File: config.mk
export PLATFORM = sky130hd
export DESIGN_NAME = pll_supervisor
export DESIGN_NICKNAME = d
export VERILOG_FILES = /design/src/rtl/pll_supervisor.sv
export SDC_FILE = /design/constraint.sdc
export NUM_CORES = 1
export LEC_CHECK = 0
export BUFFER_PORTS_ARGS = -buffer_cell sky130_fd_sc_hd__buf_2
export CORE_MARGIN = 2
export CORE_UTILIZATION = 59
export CTS_CLUSTER_SIZE = 40
export DETAILED_ROUTE_END_ITERATION = 7
export PLACE_DENSITY = 0.8
export SLEW_MARGIN = 20
export SYNTH_ARGS = -nofsm -noshare
export SYNTH_HDL_FRONTEND = slang
export SYNTH_SLANG_ARGS = --single-unit
export TNS_END_PERCENT = 5
File: constraint.sdc
create_clock -name piul1RefClock -period 3.2 [get_ports piul1RefClock]
set_input_delay 0.48 -clock piul1RefClock [delete_from_list [all_inputs] [get_ports piul1RefClock]]
set_output_delay 0.48 -clock piul1RefClock [all_outputs]
set_load 0.005 [all_outputs]
File: src/rtl/pll_supervisor.sv
// PLL supervisor: pulses the PLL reset, qualifies lock, then releases domain
// resets one by one; any loss of lock after qualification restarts the sequence.
module pll_supervisor #(
    parameter int P_NUM_OUT        = 4,
    parameter int P_PLL_RST_CYCLES = 8,
    parameter int P_TIMEOUT        = 65536,
    parameter int P_LOCK_CYCLES    = 1024,
    parameter int P_STAGGER        = 16,
    parameter int P_CNT_W          = 8
) (
    input  logic                 piul1RefClock,
    input  logic                 piul1Reset_n,
    input  logic                 piul1Locked,
    input  logic                 piul1ClearStats,
    output logic                 poul1PllReset,
    output logic [P_NUM_OUT-1:0] poulResets_n,
    output logic                 poul1Ready,
    output logic [2:0]           poul3State,
    output logic [P_CNT_W-1:0]   poulLossCount
);

    function automatic int max2(input int a, input int b);
        return (a > b) ? a : b;
    endfunction

    localparam int TMR_MAX = max2(max2(P_TIMEOUT, P_LOCK_CYCLES), max2(P_PLL_RST_CYCLES, P_STAGGER));
    localparam int TMR_W   = $clog2(TMR_MAX + 1);
    localparam logic [P_CNT_W-1:0] LOSS_MAX = '1;

    typedef enum logic [2:0] {
        PLL_RST   = 3'd0,
        WAIT_LOCK = 3'd1,
        FILTER    = 3'd2,
        RELEASE   = 3'd3,
        RUN       = 3'd4
    } state_t;

    state_t               state_q, state_d;
    logic [TMR_W-1:0]     tmr_q, tmr_d;
    logic [P_NUM_OUT-1:0] rst_n_d;
    logic                 lock_meta, lock_s;
    logic                 loss;

    // NOTE: sequential state is always written with <= so every flop samples
    // the pre-edge values of the others, whatever order the blocks run in.
    always_ff @(posedge piul1RefClock or negedge piul1Reset_n) begin
        if (!piul1Reset_n) begin
            lock_meta <= 1'b0;
            lock_s    <= 1'b0;
        end else begin
            lock_meta <= piul1Locked;
            lock_s    <= lock_meta;
        end
    end

    always_ff @(posedge piul1RefClock or negedge piul1Reset_n) begin
        if (!piul1Reset_n) state_q <= PLL_RST;
        else               state_q <= state_d;
    end

    // NOTE: every signal driven here gets a default first, so no path can
    // leave one unassigned and infer a latch.
    always_comb begin
        state_d = state_q;
        tmr_d   = tmr_q + 1'b1;
        rst_n_d = poulResets_n;
        loss    = 1'b0;
        case (state_q)
            PLL_RST: begin
                if (tmr_q == TMR_W'(P_PLL_RST_CYCLES - 1)) begin
                    state_d = WAIT_LOCK;
                    tmr_d   = '0;
                end
            end
            WAIT_LOCK: begin
                if (lock_s) begin
                    state_d = FILTER;
                    tmr_d   = '0;
                end else if (tmr_q == TMR_W'(P_TIMEOUT - 1)) begin
                    state_d = PLL_RST;
                    tmr_d   = '0;
                end
            end
            FILTER: begin
                if (!lock_s) begin
                    state_d = WAIT_LOCK;
                    tmr_d   = '0;
                end else if (tmr_q == TMR_W'(P_LOCK_CYCLES)) begin
                    state_d = RELEASE;
                    tmr_d   = '0;
                    rst_n_d = P_NUM_OUT'(1);
                end
            end
            RELEASE, RUN: begin
                if (!lock_s) begin
                    state_d = PLL_RST;
                    tmr_d   = '0;
                    rst_n_d = '0;
                    loss    = 1'b1;
                end else if (state_q == RUN) begin
                    tmr_d = tmr_q;
                end else if (poulResets_n[P_NUM_OUT-1]) begin
                    state_d = RUN;
                end else if (tmr_q == TMR_W'(P_STAGGER - 1)) begin
                    // Shifting a one in from bit 0 makes out-of-order release impossible.
                    rst_n_d = (poulResets_n << 1) | P_NUM_OUT'(1);
                    tmr_d   = '0;
                end
            end
            default: begin
                state_d = PLL_RST;
                tmr_d   = '0;
                rst_n_d = '0;
            end
        endcase
    end

    always_ff @(posedge piul1RefClock or negedge piul1Reset_n) begin
        if (!piul1Reset_n) begin
            tmr_q         <= '0;
            poulResets_n  <= '0;
            poul1PllReset <= 1'b1;
            poul1Ready    <= 1'b0;
            poulLossCount <= '0;
        end else begin
            tmr_q         <= tmr_d;
            poulResets_n  <= rst_n_d;
            poul1PllReset <= (state_d == PLL_RST);
            poul1Ready    <= (state_d == RUN);
            if (piul1ClearStats)
                poulLossCount <= '0;
            else if (loss && poulLossCount != LOSS_MAX)
                poulLossCount <= poulLossCount + 1'b1;
        end
    end

    assign poul3State = state_q;

endmodule
### Word-level counts from Yosys, hierarchy flattened

Cells that the tools add are included.

* memories kept: 0
* memory bits (writable): 0
* flip-flop bits (word level): 36
* ROM bits: 0
* output and inout bits: 17
* latch bits: 0

* multiply operators: 0
* eq/ne operators: 15
* reductions and logical operators: 8
* shift-type cells: 0
* $add $sub $neg: 2
* multiplexer cells: 30
* div/mod/pow operators: 0
* bitwise operators: 1
* order comparisons: 0

Operator list (count)
* $mux W17: 9
* $pmux W17 S4: 1
* $mux W3: 8
* $mux W4: 6
* $add A17 B1 Y17 const B: 1
* $eq A17 B11 Y1 const B: 1
* $eq A17 B16 Y1 const B: 1
* $eq A17 B3 Y1 const B: 1
* $eq A17 B4 Y1 const B: 1
* $mux W8: 2
* $pmux W3 S4: 1
* $pmux W4 S3: 1
* $ne A3 B3 Y1 const B: 3
* $add A8 B1 Y8 const B: 1
* $ne A8 B8 Y1 const B: 1
* $eq A3 B2 Y1 const B: 2
* $eq A3 B3 Y1 const B: 2
* $logic_not A3 Y1: 2
* $reduce_and A6 Y1: 1
* $ne A2 B2 Y1 const B: 2
* $reduce_and A4 Y1: 1
* $reduce_or A2 Y1: 2
* $eq A3 B1 Y1 const B: 1
* $mux W1: 2
* 3 further kinds: 3

### Logic depth before layout (Yosys ltp)

* word-level depth: 6
* gate-level depth with buffers: 12
* mapped depth without buffers: 12

### Worst setup path after synthesis

Ideal clock, no wire load.

* path type: register -> register
* start point: reg tmr_q[0]
* end point: reg tmr_q[12]
* path slack: 0.699 ns
* data arrival time: 2.400 ns
* library setup time: 0.101 ns
* stages on the path, launching flop included: 11
* required time: 3.099 ns
* clock period less this slack: 2.501 ns
* path buffers: 0
* path through: dfrtp_1 > ha_1 > nand3_1 > nor2_1 > nand2_1 > nor2_1 > and3_1 > ha_1 > nor4_2 > nor3_4 > o32ai_1

* cells in the longest elaborated chain, start to end: 6
* elaborated cells between the ends (all ways): 15
* classes of those cells: 1 x add/sub; 4 x eq/ne; 10 x mux

RTL lines
* start: declaration: RTL line 39 `logic [TMR_W-1:0] tmr_q, tmr_d;`
* start signal: assignment: RTL line 126 `tmr_q <= tmr_d;`
* $add A17 B1 Y17 or $eq A17 B4 Y1 (tied branches): RTL line 65, 104
* $mux W17: RTL line 104 `end else if (tmr_q == TMR_W'(P_STAGGER - 1)) begin`
* $mux W17: RTL line 102 `end else if (poulResets_n[P_NUM_OUT-1]) begin`
* $mux W17: RTL line 100 `end else if (state_q == RUN) begin`
* $mux W17: RTL line 95 `if (!lock_s) begin`
* $pmux W17 S4 (*): RTL line 68 `case (state_q)`

Every way passes the cells marked *; elsewhere a longest branch is shown, timed or not. The select of a mux whose other input is x is not followed.
A chain may end at the register's enable or synchronous reset.

### Worst setup path after layout

* start point: reg tmr_q[0]
* end point: reg tmr_q[11]

Same word-level chain as after synthesis.

==> results.json <==
{
  "status": "completed",
  "cts_tree": "built",
  "required_ps": 3400,
  "drt_first_pass_iters": 4,
  "max_freq_mhz": 364,
  "drv_slew": 0,
  "r2r_end": "tmr_q[11]",
  "overflow": 0,
  "final_cell_mix": "35 x dfrtp_1, 20 x buf_2, 18 x nor2_1",
  "power_frac_seq_pct": 47.1,
  "ant_nets": 0,
  "wl_per_cell_um": 15.6,
  "postSynth.asyncResetShare_pct": 100,
  "worstPathArrival_ps": 2950,
  "finish.utilization_pct": 68.4,
  "pwr-share-clk_pct": 20.3,
  "ys_ff_latch": 36,
  "tns_ps": 0,
  "r2r_slack_ps": 460,
  "cp_cell_sequence": "ha_1 > nand3_1 > nor2_1 > nand2_1 > nor2_1 > and3_1 > ha_1 > nor4_4 > nor4_4 > o21ai_0",
  "p_sw_share_pct": 38.6,
  "pin_count": 21,
  "cts_buffers": 5,
  "antennaDiodeCount": 0,
  "switchingPower_uw": 487,
  "dp_hpwl_mm": 3.25,
  "syn_nets": 241,
  "fillers": 262,
  "max-clock-path-buffers": 2,
  "crit_path_max_incr_delay_ps": 520,
  "coreArea_um2": 3420,
  "internal_power_uw": 775,
  "grt_pass1_wl_mm": 8.08,
  "synth.distinct_cells": 53,
  "final_area_um2": 2340,
  "cp_max_fo": 12,
  "vias_per_cell": 6.26,
  "clkSinkCount": 36,
  "drive_above_1_share_pct": 17.5,
  "skew_ps": 3.19,
  "critPathLaunch": "tmr_q[0]",
  "ys_warn_count": 0,
  "antenna_found_initial": 0,
  "syn_inst": 232,
  "post-route-period-util_pct": 85.7,
  "grt_max_degree": 37,
  "drc_errors": 0,
  "endpoint_kind": "flop",
  "gp_congestion": 0.884,
  "finalHoldViolations": 0,
  "multi_input_area_um2": 1160,
  "cap_violations": 0,
  "area_growth_pct": 8.79,
  "rsz0062_at_grt": "no",
  "dieArea_um2": 4140,
  "finalCriticalPeriod_ps": 2740,
  "power_mw": 1.26,
  "synth_ff_type": "dfrtp_1",
  "die_h_um": 64.3,
  "dieWidth_um": 64.3,
  "path_class": "reg -> reg",
  "dpl-instance-area_um2": 2270,
  "drt_iter0_drc": 224,
  "powerDensity_nw_per_um2": 540,
  "final_nets": 260,
  "power.leakage_nw": 0.972,
  "clk_pin_slew_ps": 100,
  "rows": 21,
  "r2r-start": "tmr_q[0]",
  "pwr-share-comb_pct": 32.7,
  "htree_num_levels": 2,
  "synth_edf_count": 0,
  "start_kind": "flop",
  "vias": 1864,
  "r2r_cells": 10,
  "syn-mean-instance-area_um2": 9.26,
  "worst_pin_slew_ps": 799,
  "peakVddDrop_mv": 0.325,
  "cp_slowest_cell": "nor4_4",
  "hold_path.class": "in -> async",
  "grtUsageTotal_pct": 24.9,
  "port_buffers": 20,
  "synth_area_um2": 2150,
  "grt_pass1_vias": 1805,
  "synth-seq-area-share_pct": 42.0,
  "drt-total-wl_mm": 4.65,
  "seq_area_um2": 902,
  "cts_root_buffer": "clkbuf_4",
  "clk_latency_ps": 340,
  "slew_headroom_pct": 46.7,
  "start_util_pct": 62.9,
  "finalSetupViolations": 0,
  "final_common_cell": "dfrtp_1"
}
==> cell type report <==
cell class / instances / area share [%]
multi-input combinational: 174 / 49.7
sequential: 36 / 38.6
timing repair buffer: 21 / 4.60
clock buffer: 8 / 2.52
tap: 46 / 2.46
inverter: 13 / 2.09
==> synth_stat cells (6+ instances only) <==
master   instances  area [um^2]
inv_1           13         48.8
a21oi_1         11         55.1
nand4_1          6         37.5
o31ai_1          8         60.1
nor2_1          18         67.6
o21ai_0         13         65.1
nand2_1         17         63.8
xor2_1           6         52.6
dfrtp_1         35          876
nand3_1         12         60.1
==> worst max-delay path by stage <==
stage | endpoint | slack (ps) | depth (start not counted)
global placement | tmr_q[4] | 480 | 10
detailed placement | tmr_q[4] | 290 | 10
CTS | tmr_q[4] | 250 | 10
finish | tmr_q[11] | 460 | 10
floorplan | tmr_q[12] | 700 | 10
global route | tmr_q[11] | 160 | 10
==> worst max-delay path, delay by kind of cell (launching register included) <==
family / cells / cell delay, ps
adder cells (fa/ha/maj): 2 / 460
AND/OR/NAND/NOR: 7 / 1490
flip-flops: 1 / 430
AO/OA/AOI/OAI: 1 / 210
==> per-stage QoR <==
stage          setup WS, ps  hold slack [ps]  cells
6_report                456              200    298
5_1_grt                 160              226    298
4_1_cts                 252              231    298
3_5_place_dp            289              337    290
3_3_place_gp            478              331    290
2_1_floorplan           699              184    232
==> per-layer routing <==
metal	wire length [um]	vias to the layer above	global-route usage, %	part of all wire, %
met4	85	0	11.7	1.8
met2	2270	70	39.6	49
li1	-	909	-	-
met3	268	9	5.46	5.8
met1	2030	876	32.3	44
met5	0	-	0	0
==> state kept, by name, indices dropped and copies added, names as in the netlist <==
signal,cells
lock_meta,1
poulResets_n,4
poul1Ready,1
poul1PllReset,1
poulLossCount,8
poul3State,3
lock_s,1
tmr_q,17
==> power by group through the flow <==
stage	sequential [mW]	combinational [mW]	clock (mW)
after floorplan	0.556	0.363	0
after global placement	0.595	0.397	0
after detailed placement	0.599	0.407	0
after CTS	0.590	0.410	0.262
after global routing	0.603	0.466	0.285
final	0.594	0.412	0.256
==> cell families (layout without fill, tap and decap cells) <==
| family | count (synthesis) | in the layout | synth area share (%) |
|---|---|---|---|
| buffers and inverters | 22 | 42 | 4.31 |
| multiplexers | 1 | 1 | 0.466 |
| XOR/XNOR | 7 | 7 | 2.85 |
| adder cells (fa/ha/maj) | 5 | 5 | 2.91 |
| AND/OR/NAND/NOR | 101 | 101 | 28.8 |
| AO/OA/AOI/OAI | 60 | 60 | 18.7 |
| flip-flops | 36 | 36 | 42.0 |
==> what timing repair did <==
item | 4_1_cts | 5_1_grt
hold buffers | 0 | 0
setup endpoints to repair | 0 | 1
buffers inserted | 0 | 0
gates resized for setup | 0 | 1
(Power assumes the default switching activity.)
